===== config.mk =====
export PLATFORM = sky130hd
export DESIGN_NAME = key_search
export DESIGN_NICKNAME = d
export VERILOG_FILES = /design/src/rtl/key_search_pkg.sv /design/src/rtl/key_search_watchdog_counter.sv /design/src/rtl/key_search.sv
export SDC_FILE = /design/constraint.sdc
export NUM_CORES = 1
export LEC_CHECK = 0
export ABC_AREA = 1
export CORE_MARGIN = 2
export CORE_UTILIZATION = 47
export CTS_CLUSTER_SIZE = 30
export DETAILED_ROUTE_END_ITERATION = 10
export MAX_ROUTING_LAYER = met4
export PLACE_DENSITY = 0.8
export SLEW_MARGIN = 20
export SYNTH_ARGS = -nofsm -noshare
export SYNTH_HDL_FRONTEND = slang
export SYNTH_SLANG_ARGS = --single-unit
export TNS_END_PERCENT = 50

===== constraint.sdc =====
create_clock -name clk -period 1.74 [get_ports clk]
set_clock_uncertainty 0.1 [all_clocks]
set_input_delay 0.348 -clock clk [delete_from_list [all_inputs] [get_ports clk]]
set_output_delay 0.348 -clock clk [all_outputs]
set_load 0.05 [all_outputs]

===== src/rtl/key_search_pkg.sv =====
// Shared state encoding and parameter defaults for the arcfour key sweep.
package key_search_pkg;

  localparam int KEY_WIDTH_DEFAULT      = 24;
  localparam int TIMEOUT_CYCLES_DEFAULT = 4096;

  typedef logic [2:0] state_t;

  localparam state_t S_IDLE      = 3'd0;
  localparam state_t S_LOAD      = 3'd1;
  localparam state_t S_LAUNCH    = 3'd2;
  localparam state_t S_WAIT      = 3'd3;
  localparam state_t S_CHECK     = 3'd4;
  localparam state_t S_FOUND     = 3'd5;
  localparam state_t S_EXHAUSTED = 3'd6;
  localparam state_t S_TIMEOUT   = 3'd7;

endpackage


===== src/rtl/key_search_watchdog_counter.sv =====
// Per-key watchdog: counts enabled cycles from a clear; terminal flags the last allowed cycle.
// Combinational terminal output, no backpressure.
module watchdog_counter #(
  parameter int TIMEOUT_CYCLES = key_search_pkg::TIMEOUT_CYCLES_DEFAULT
) (
  input  logic clk,
  input  logic reset,
  input  logic clear,
  input  logic enable,
  output logic terminal
);

  localparam int CW = (TIMEOUT_CYCLES > 1) ? $clog2(TIMEOUT_CYCLES) : 1;

  logic [CW-1:0] count;

  always_ff @(posedge clk) begin
    if (reset || clear) begin
      count <= '0;
    end else if (enable && !terminal) begin
      count <= count + 1'b1;
    end
  end

  assign terminal = (count == CW'(TIMEOUT_CYCLES - 1));

endmodule


===== src/rtl/key_search.sv =====
// Sweeps candidate keys into arcfour, one reset/start pair per key, stopping on success,
// range exhaustion or watchdog timeout. Per-key overhead is four cycles plus arcfour latency.
module key_search
  import key_search_pkg::*;
#(
  parameter int                   KEY_WIDTH      = KEY_WIDTH_DEFAULT,
  parameter logic [KEY_WIDTH-1:0] KEY_FIRST      = 24'h000000,
  parameter logic [KEY_WIDTH-1:0] KEY_LAST       = 24'h3FFFFF,
  parameter int                   TIMEOUT_CYCLES = TIMEOUT_CYCLES_DEFAULT
) (
  input  logic                 clk,
  input  logic                 reset,
  input  logic                 go,
  input  logic                 abort,
  input  logic                 arc_finished,
  input  logic                 arc_success,
  output logic                 arc_reset,
  output logic                 arc_start,
  output logic [2:0][7:0]      switch_key,
  output logic                 busy,
  output logic                 found,
  output logic                 exhausted,
  output logic                 timeout,
  output logic [KEY_WIDTH-1:0] attempts
);

  if (KEY_FIRST > KEY_LAST) begin : g_bad_range
    $error("key_search: KEY_FIRST must not exceed KEY_LAST");
  end
  if (KEY_WIDTH != 24) begin : g_bad_width
    $error("key_search: switch_key is three bytes, KEY_WIDTH must be 24");
  end

  state_t               state;
  logic [KEY_WIDTH-1:0] key;
  logic                 success_q;
  logic                 wd_terminal;

  watchdog_counter #(
    .TIMEOUT_CYCLES(TIMEOUT_CYCLES)
  ) u_watchdog (
    .clk     (clk),
    .reset   (reset),
    .clear   (state == S_LAUNCH),
    .enable  (state == S_WAIT),
    .terminal(wd_terminal)
  );

  always_ff @(posedge clk) begin
    if (reset) begin
      state     <= S_IDLE;
      key       <= KEY_FIRST;
      attempts  <= '0;
      success_q <= 1'b0;
    end else if (abort && state != S_IDLE) begin
      state <= S_IDLE;
    end else begin
      case (state)
        S_IDLE, S_FOUND, S_EXHAUSTED, S_TIMEOUT: begin
          if (go && !abort) begin
            key      <= KEY_FIRST;
            attempts <= '0;
            state    <= S_LOAD;
          end
        end
        S_LOAD:   state <= S_LAUNCH;
        S_LAUNCH: state <= S_WAIT;
        // arc_finished is only trusted here, after this key's reset has cleared any stale flag.
        S_WAIT: begin
          if (arc_finished) begin
            success_q <= arc_success;
            state     <= S_CHECK;
          end else if (wd_terminal) begin
            state <= S_TIMEOUT;
          end
        end
        S_CHECK: begin
          attempts <= attempts + 1'b1;
          if (success_q) begin
            state <= S_FOUND;
          end else if (key == KEY_LAST) begin
            state <= S_EXHAUSTED;
          end else begin
            key   <= key + 1'b1;
            state <= S_LOAD;
          end
        end
        default: state <= S_IDLE;
      endcase
    end
  end

  assign arc_reset  = (state == S_LOAD);
  assign arc_start  = (state == S_LAUNCH);
  assign busy       = (state == S_LOAD) || (state == S_LAUNCH) ||
                      (state == S_WAIT) || (state == S_CHECK);
  assign found      = (state == S_FOUND);
  assign exhausted  = (state == S_EXHAUSTED);
  assign timeout    = (state == S_TIMEOUT);
  assign switch_key = key;

endmodule


# After elaboration in Yosys (flattened, before gate mapping)
# Cells that the tools add are included.
[word_totals]
register_bits = 64
elab_cells = 51
output_inout_bits = 54
[op_classes]
addsub = 3
reduce_logical = 18
mux = 11
n_eq_ne = 13
bitwise = 1
[ops]
columns = ["operator", "n"]
rows = [
  ["$pmux W24 S2", 2],
  ["$mux W24", 3],
  ["$add A24 B1 Y24 const B", 2],
  ["$eq A24 B22 Y1 const B", 1],
  ["$mux W3", 5],
  ["$pmux W3 S5", 1],
  ["$add A12 B1 Y12 const B", 1],
  ["$eq A12 B12 Y1 const B", 1],
  ["$eq A3 B3 Y1 const B", 4],
  ["$eq A3 B2 Y1 const B", 2],
  ["$ne A2 B2 Y1 const B", 3],
  ["$reduce_and A3 Y1", 2],
  ["$reduce_and A5 Y1", 1],
  ["$logic_or A1 B1 Y1", 4],
  ["$reduce_or A4 Y1", 1],
  ["$eq A3 B1 Y1 const B", 1],
  ["$logic_and A1 B1 Y1", 3],
  ["$logic_not A3 Y1", 1],
  ["$ne A3 B3 Y1 const B", 1],
  ["$reduce_bool A3 Y1", 1],
  ["$logic_not A1 Y1", 2],
  ["$reduce_and A2 Y1", 1],
  ["$reduce_bool A2 Y1", 1],
  ["$reduce_or A2 Y1", 1],
  ["$not A1 Y1", 1],
]

# Longest topological paths before layout
# Gate-level depths: netlist of run 1.
[logic_depth]
ltp_word = 4
depth_mapped = 11
mapped_depth_nobuf = 11

# Cells and area by module
# A second synthesis of run 1 with hierarchy kept.
[hier_totals]
cells_unflattened = 638
hier_area_um2 = 3998.8
[modules_own_cells]
columns = ["module", "instances", "cells_per_inst", "area_each_um2"]
rows = [
  ["key_search", 1, 533, 3290.7],
  ["watchdog_counter", 1, 105, 708.2],
]

# Worst setup path after synthesis of run 1
# No wires, ideal clock.
[synth_timing]
kind = "reg2reg"
from = "reg state[1]"
to = "reg u_watchdog.count[8]"
period_less_slack_ns = 2.382
path_stages_with_launch = 8
slack_ns = -0.642
arrival_time_ns = 2.162
path_cell_list = "dfxtp_1 inv_1 nor3_1 inv_1 nand2_1 inv_1 o21ai_0 a21oi_1"
[synth_between]
elab_chain_cells = 2
elab_cells_between_ends = 4
classes_between = "eq/ne: 2; reduce/logical: 2"
[synth_lines]
columns = ["item", "line_no", "source"]
rows = [
  ["start, declared", "key_search.sv:34", "state_t state;"],
  ["start signal, assigned", "key_search.sv:51", "state <= S_IDLE;"],
  ["start signal, assigned", "key_search.sv:56", "state <= S_IDLE;"],
  ["start signal, assigned", "key_search.sv:63", "state <= S_LOAD;"],
  ["$eq A3 B2 Y1", "--", ""],
  ["net arc_start", "key_search.sv:18", "output logic arc_start,"],
  ["$logic_or A1 B1 Y1", "key_search_watchdog_counter.sv:18", "if (reset || clear) begin"],
  ["end signal, assigned", "key_search_watchdog_counter.sv:21", "count <= count + 1'b1;"],
  ["end, declared", "key_search_watchdog_counter.sv:15", "logic [CW-1:0] count;"],
]
# The timed path passes the listed nets, and every way through them passes these cells.
# A chain may end at the register's enable or synchronous reset.

# Worst setup path in the final report of run 1
[layout_timing]
from = "reg state[0]"
to = "out arc_reset"
[layout_between]
elab_chain_cells = 1
[layout_lines]
columns = ["item", "line_no", "source"]
rows = [
  ["$eq A3 B1 Y1", "key_search.sv:93", "assign arc_reset = (state == S_LOAD);"],
  ["end, declared", "key_search.sv:17", "output logic arc_reset,"],
]
# No other way between the ends.

==> results of run 1 <==
## cell families after synthesis
| logic type | count (synthesis) | share of synthesized area [%] |
|---|---|---|
| buffers and inverters | 91 | 10.1 |
| DFF | 64 | 33.2 |
| adders and majority gates | 3 | 0.974 |
| xor gates and xnor gates | 12 | 2.73 |
| and+or+nand+nor | 382 | 42.7 |
| AOI/OAI and AO/OA | 62 | 10.2 |
## power by group
part           internal [uW]  switching [uW]
Sequential              1530            75.5
Combinational           1460            1880
Clock                    709             587
## worst paths after layout
check                                     startpoint              endpoint
worst min register to register  u_watchdog.count[11]  u_watchdog.count[11]
worst max register to register         switch_key[0]        switch_key[19]
worst min-delay path            u_watchdog.count[11]  u_watchdog.count[11]
worst max-delay path                        state[0]             arc_reset
## cell type report
class                      instances  area [um2]
tap                              105         131
timing repair buffer             127        1440
sequential                        64        1360
inverter                          79         318
multi-input combinational        459        2430
clock inverter                     2        10.0
clock buffer                      13         190
fill                             592        2220
## worst max-delay path: stages, from the launching register on
cell	delay, ps
dfxtp_4	380
buf_6	120
clkinvlp_4	160
nor3_4	250
buf_12	170
## metal layers
metal | up-vias | GRT usage [%] | part of all wire, %
li1 | 2191 | - | -
met1 | 2012 | 31.1 | 43
met2 | 144 | 42.4 | 50
met3 | 26 | 4.15 | 4.9
met4 | 0 | 12.2 | 2.3
met5 | - | - | 0
## per-stage QoR
step / cells / hold slack (ps) / area [um2]
2_1_floorplan: 614 / 301 / 3970
3_3_place_gp: 817 / 350 / 5250
3_5_place_dp: 817 / 362 / 5250
4_1_cts: 836 / 371 / 5550
5_1_grt: 849 / 382 / 5880
6_report: 849 / 370 / 5880
## repair_timing
item | CTS | global route
endpoints found under the setup margin | 44 | 62
resized for setup | 15 | 72
hold buffers | 0 | 0
cloned | 0 | 2
pin swaps | 4 | 27
hold endpoints to repair | 0 | 0
buffers inserted | 4 | 11
## registers in the layout (all words and copies together) (netlist names)
signal,flops
u_watchdog.count,12
switch_key,24
attempts,24
state,3
success_q,1
## cell usage after synthesis (4+ instances only)
cell type and number:
nor2_1 122, o21bai_1 4, nor3b_1 4, nor2_4 4, xnor2_1 4, xor2_1 8
o21ai_0 15, nand4_1 16, dfxtp_1 64, buf_6 4, nand3_1 33, inv_1 75
a21oi_2 15, nand2_1 170, a21oi_1 21, nor3_1 20, nand2_2 6
==> metrics.csv, run 1 <==
stage,metric,value,unit
run_status,outcome,"complete, but fails checks",
run_status,violations,setup timing,
critical_path,endpoint_kind,output pin,
routing,num_vias,4373,
yosys,synth.top_cell.area_share,33.2,%
critical_path,crit_required,1290,ps
yosys,seq_area_frac_synth,33.2,%
routing,firstDrtPassIters,5,
yosys,synth-async-reset-ratio,0,%
yosys,netlist_area,0.00385,mm2
die,initial_core_util,47.6,%
yosys,synthTopCellsByArea,"dfxtp_1, nand2_1, nor2_1",
die,die_w,94.6,um
yosys,synthCells,614,
timing,fin_crit_sh,107,%
die,dieArea,0.00894,mm2
timing,relSlewSlack,73.7,%
critical_path,startpoint_type,flop,
routing,wire_per_inst,13.3,um
timing,rsz0062_at_grt,true,
grt,grt.overflow.total,0,
cells_and_area,area_delta_synth_final,52.5,%
cells_and_area,layout_commonest_cell,nand2_1,
yosys,syn_nets,623,
grt,grt_pass1_vias,4104,
die,core_area,0.00809,mm2
grt,grt_usage,25.8,%
placement,routabilityCongestion,0.960,
die,num_rows,33,
yosys,ys_ff_latch,64,
cells_and_area,drive_gt1_share,36.2,%
clocking,clockBufferDepth,2,
critical_path,reg2reg_setup_slack,-70,ps
critical_path,worstPathMaxFanout,4,
placement,dpl.hpwl,8000,um
die,io-pin-count,60,
cells_and_area,layout.nets,749,
clocking,clock-sinks,64,
yosys,ys_types,34,
clocking,h-tree-depth,3,
critical_path,path_class,reg2out,
timing,final.setup.tns,-1050,ps
routing,drtAntennaViolNets,0,
placement,portBuffers,59,
min_path,hold_path_class,reg2reg,
clocking,cts_tree,built,
grt,grt_first_pass_wirelength,18000,um
pwr,p_total,6240,uW
pwr,ir_drop,1140,uV
timing,timing.fmax,536,MHz
yosys,ys.flop_type,dfxtp_1,
yosys,synth_enable_flop_cells,0,
grt,grt_start_max_net_pins,20,
routing,wl,11300,um
pwr,powerDensity,1060,mW/mm2
placement,pre_cts_ws,-340,ps
clocking,insertion_delay,350,ps
grt,antenna_found_initial,0,
run,max_cap_viol_count,0,
critical_path,cp.arrival,1420,ps
timing,min_period,1860,ps
yosys,syn_avg_cell_area,6.28,um2
critical_path,rr_worst_depth,12,
clocking,numCtsBuffers,9,
yosys,synth_top_cell_by_area,dfxtp_1,
timing,setup_violations,33,
routing,vias_per_cell,5.15,
cells_and_area,fin_util,72.6,%
yosys,yosysWarnings,0,
pwr,total_leakage_power,0.00237,uW
die,die_h,94.6,um
cells_and_area,antenna_cells,0,
cells_and_area,most-common-layout-cells,"nand2_1, nor2_1, buf_4",
timing,hold_violations,0,
clocking,path_clk_slew,70,ps
clocking,cts_root_buffer,clkbuf_8,
timing,setup_ws,-125,ps
timing,worst_pin_slew,391,ps
min_path,hold_path_depth,2,
routing,drcViolationCount,0,
timing,drv_slew,0,
routing,first_iter_violations,257,
Power figures use the tool's default switching activity.
==> run 2, diff against run 1 <==
Settings changed: CTS_CLUSTER_SIZE 30 to unset, PLACE_DENSITY 0.8 to 0.84.
==> metrics.csv, run 2 (same netlist as run 1, synthesis figures left out) <==
stage,metric,value,unit,change
run_status,outcome,"complete, but fails checks",,
run_status,violations,setup timing,,
critical_path,cpMostUsedCell,nor2_1,,
cells_and_area,most-common-layout-cells,"nand2_1, nor2_1, buf_4",,
placement,routabilityCongestion,0.982,,+2.3%
critical_path,slowest_delay,360,ps,-20 ps
routing,drcViolationCount,0,,unchanged
min_path,min_from,attempts[4],,
min_path,min_to,attempts[4],,
routing,num_vias,4786,,+9.4%
critical_path,path_class,reg2reg,,
critical_path,endpoint_kind,flop,,
clocking,numCtsBuffers,9,,unchanged
grt,grt_first_pass_wirelength,19000,um,+5.2%
routing,vias_per_cell,5.62,,+9.1%
grt,antenna_found_initial,0,,unchanged
routing,wire_per_inst,16.1,um,+21%
cells_and_area,fillers,531,,-10%
timing,hold_violations,0,,unchanged
clocking,h-tree-depth,3,,unchanged
timing,setup_violations,36,,+9.1%
timing,worst_pin_slew,370,ps,-21.4 ps
cells_and_area,drive_gt1_share,37.5,%,+1.3 points
cells_and_area,antenna_cells,0,,unchanged
min_path,hold_path_class,reg2reg,,
cells_and_area,layout.nets,751,,+0.27%
critical_path,worstPathMaxFanout,5,,+1
clocking,cts_tree,built,,
pwr,total_leakage_power,0.00242,uW,+2.4%
timing,timing.fmax,536,MHz,about the same
routing,firstDrtPassIters,6,,+1
clocking,insertion_delay,360,ps,about the same
clocking,cts_root_buffer,clkbuf_8,,
routing,drtAntennaViolNets,0,,unchanged
die,die_w,94.6,um,unchanged
placement,dpl.hpwl,8350,um,+4.4%
clocking,clock-sinks,64,,unchanged
timing,drv_slew,0,,unchanged
timing,fin_crit_sh,107,%,about the same
die,initial_core_util,47.6,%,unchanged
placement,portBuffers,59,,unchanged
critical_path,crit_chain,buf_4 -> nand2_1 -> nor2_2 -> nand2_2 -> nor2_1 -> nor2_1 -> nor3_2 -> nand2_4 -> a21oi_2,,
run,max_cap_viol_count,0,,unchanged
critical_path,startpoint_type,flop,,
timing,rsz0062_at_grt,true,,
clocking,path_clk_slew,80,ps,about the same
cells_and_area,area_delta_synth_final,55.6,%,
grt,grt.overflow.total,0,,unchanged
clocking,clockBufferDepth,2,,unchanged
die,num_rows,33,,unchanged
grt,grt_pass1_vias,4360,,+6.2%
pwr,powerDensity,1170,mW/mm2,+10%
critical_path,r2r_start,switch_key[0],,
timing,final.setup.tns,-1340,ps,-292 ps
grt,grt_start_max_net_pins,18,,-10%
critical_path,cp.arrival,2040,ps,+620 ps
clocking,cts_hold_buf,0,,unchanged
die,die_h,94.6,um,unchanged
grt,grt_usage,27.4,%,+1.5 points
pwr,p_total,7010,uW,+12%
critical_path,rr_worst_depth,9,,-3
cells_and_area,multiInputGateArea,0.00245,mm2,+1.1%
timing,relSlewSlack,75.3,%,+1.6 points
timing,setup_ws,-124,ps,+0.469 ps
critical_path,crit_required,1910,ps,+620 ps
pwr,ir_drop,848,uV,-26%
routing,first_iter_violations,500,,+95%
critical_path,slowest_stage,dfxtp_4,,
min_path,hold_path_depth,2,,unchanged
timing,min_period,1860,ps,-0.469 ps
routing,wl,13700,um,+21%
critical_path,r2r-end,switch_key[15],,
die,dieArea,0.00894,mm2,unchanged
cells_and_area,layout_commonest_cell,nand2_1,,
critical_path,reg2reg_setup_slack,-120,ps,-50 ps
die,core_area,0.00809,mm2,unchanged
die,io-pin-count,60,,unchanged
cells_and_area,regArea,0.00136,mm2,+0.18%
## run 2: changes by cell type in the layout (fill, tap and decap cells not counted), moves of 3 or more
cell / previous run / this run
clkbuf_8: 12 / 9
inv_1: 67 / 64
bufinv_16: 0 / 3
inv_2: 7 / 13
buf_6: 3 / 6
## run 2: layer usage
layer | track usage (%) | vias up | routed length (um) | share of wire (%)
met1 | 30.8 | 2218 | 4990 | 36
met4 | 10.9 | 0 | 683 | 5.0
met3 | 6.15 | 88 | 1060 | 7.7
met2 | 47.1 | 286 | 6960 | 51
met5 | - | - | 0 | 0
li1 | - | 2194 | - | -
## run 2: how the worst max path moves through the flow
stage | startpoint | end | slack, ps | depth (start not counted)
2_1_floorplan | state[1] | exhausted | -320 | 2
3_3_place_gp | go | attempts[14] | -320 | 10
3_5_place_dp | go | attempts[14] | -370 | 10
4_1_cts | state[1] | arc_start | -60 | 4
5_1_grt | switch_key[10] | switch_key[23] | -220 | 11
6_report | switch_key[0] | switch_key[15] | -120 | 9
## run 2: stage by stage
step / instances / setup slack (ps) / hold slack [ps] / util, % / cell area (um2)
6_report: 852 / -124 / 375 / 74.1 / 6000
5_1_grt: 852 / -218 / 398 / 74.1 / 6000
4_1_cts: 836 / -56.0 / 376 / 69.6 / 5630
3_5_place_dp: 818 / -371 / 364 / 64.8 / 5250
3_3_place_gp: 818 / -315 / 348 / 64.8 / 5250
2_1_floorplan: 614 / -317 / 301 / - / 3970
## run 2: area by class of cell
cell class | count | share of cell area, %
clock buffers | 11 | 2.90
clock inverters | 5 | 1.79
inverters | 79 | 5.20
multi-input cells | 459 | 40.9
flip-flops and latches | 64 | 22.7
well taps | 105 | 2.19
repair buffers | 127 | 23.9
repair inverters | 2 | 0.417
## run 2: what timing repair did
| item | in CTS | in global routing |
|---|---|---|
| setup buffers | 2 | 13 |
| endpoints found under the setup margin | 30 | 66 |
| resized for setup | 28 | 72 |
| pin swaps | 4 | 27 |
| gates cloned | 0 | 3 |
## run 2: worst max-delay path, delay by kind of cell (launching register included)
kind	cells	cell delay, ps
buffers and inverters	1	140
flip-flops	1	360
AO/OA/AOI/OAI	1	180
AND/OR/NAND/NOR	7	970
## run 2: report_power, final
group | switching (uW) | total (uW) | internal, uW
combinational | 2070 | 3620 | 1550
sequential | 75.4 | 1600 | 1530
clock | 656 | 1790 | 1130
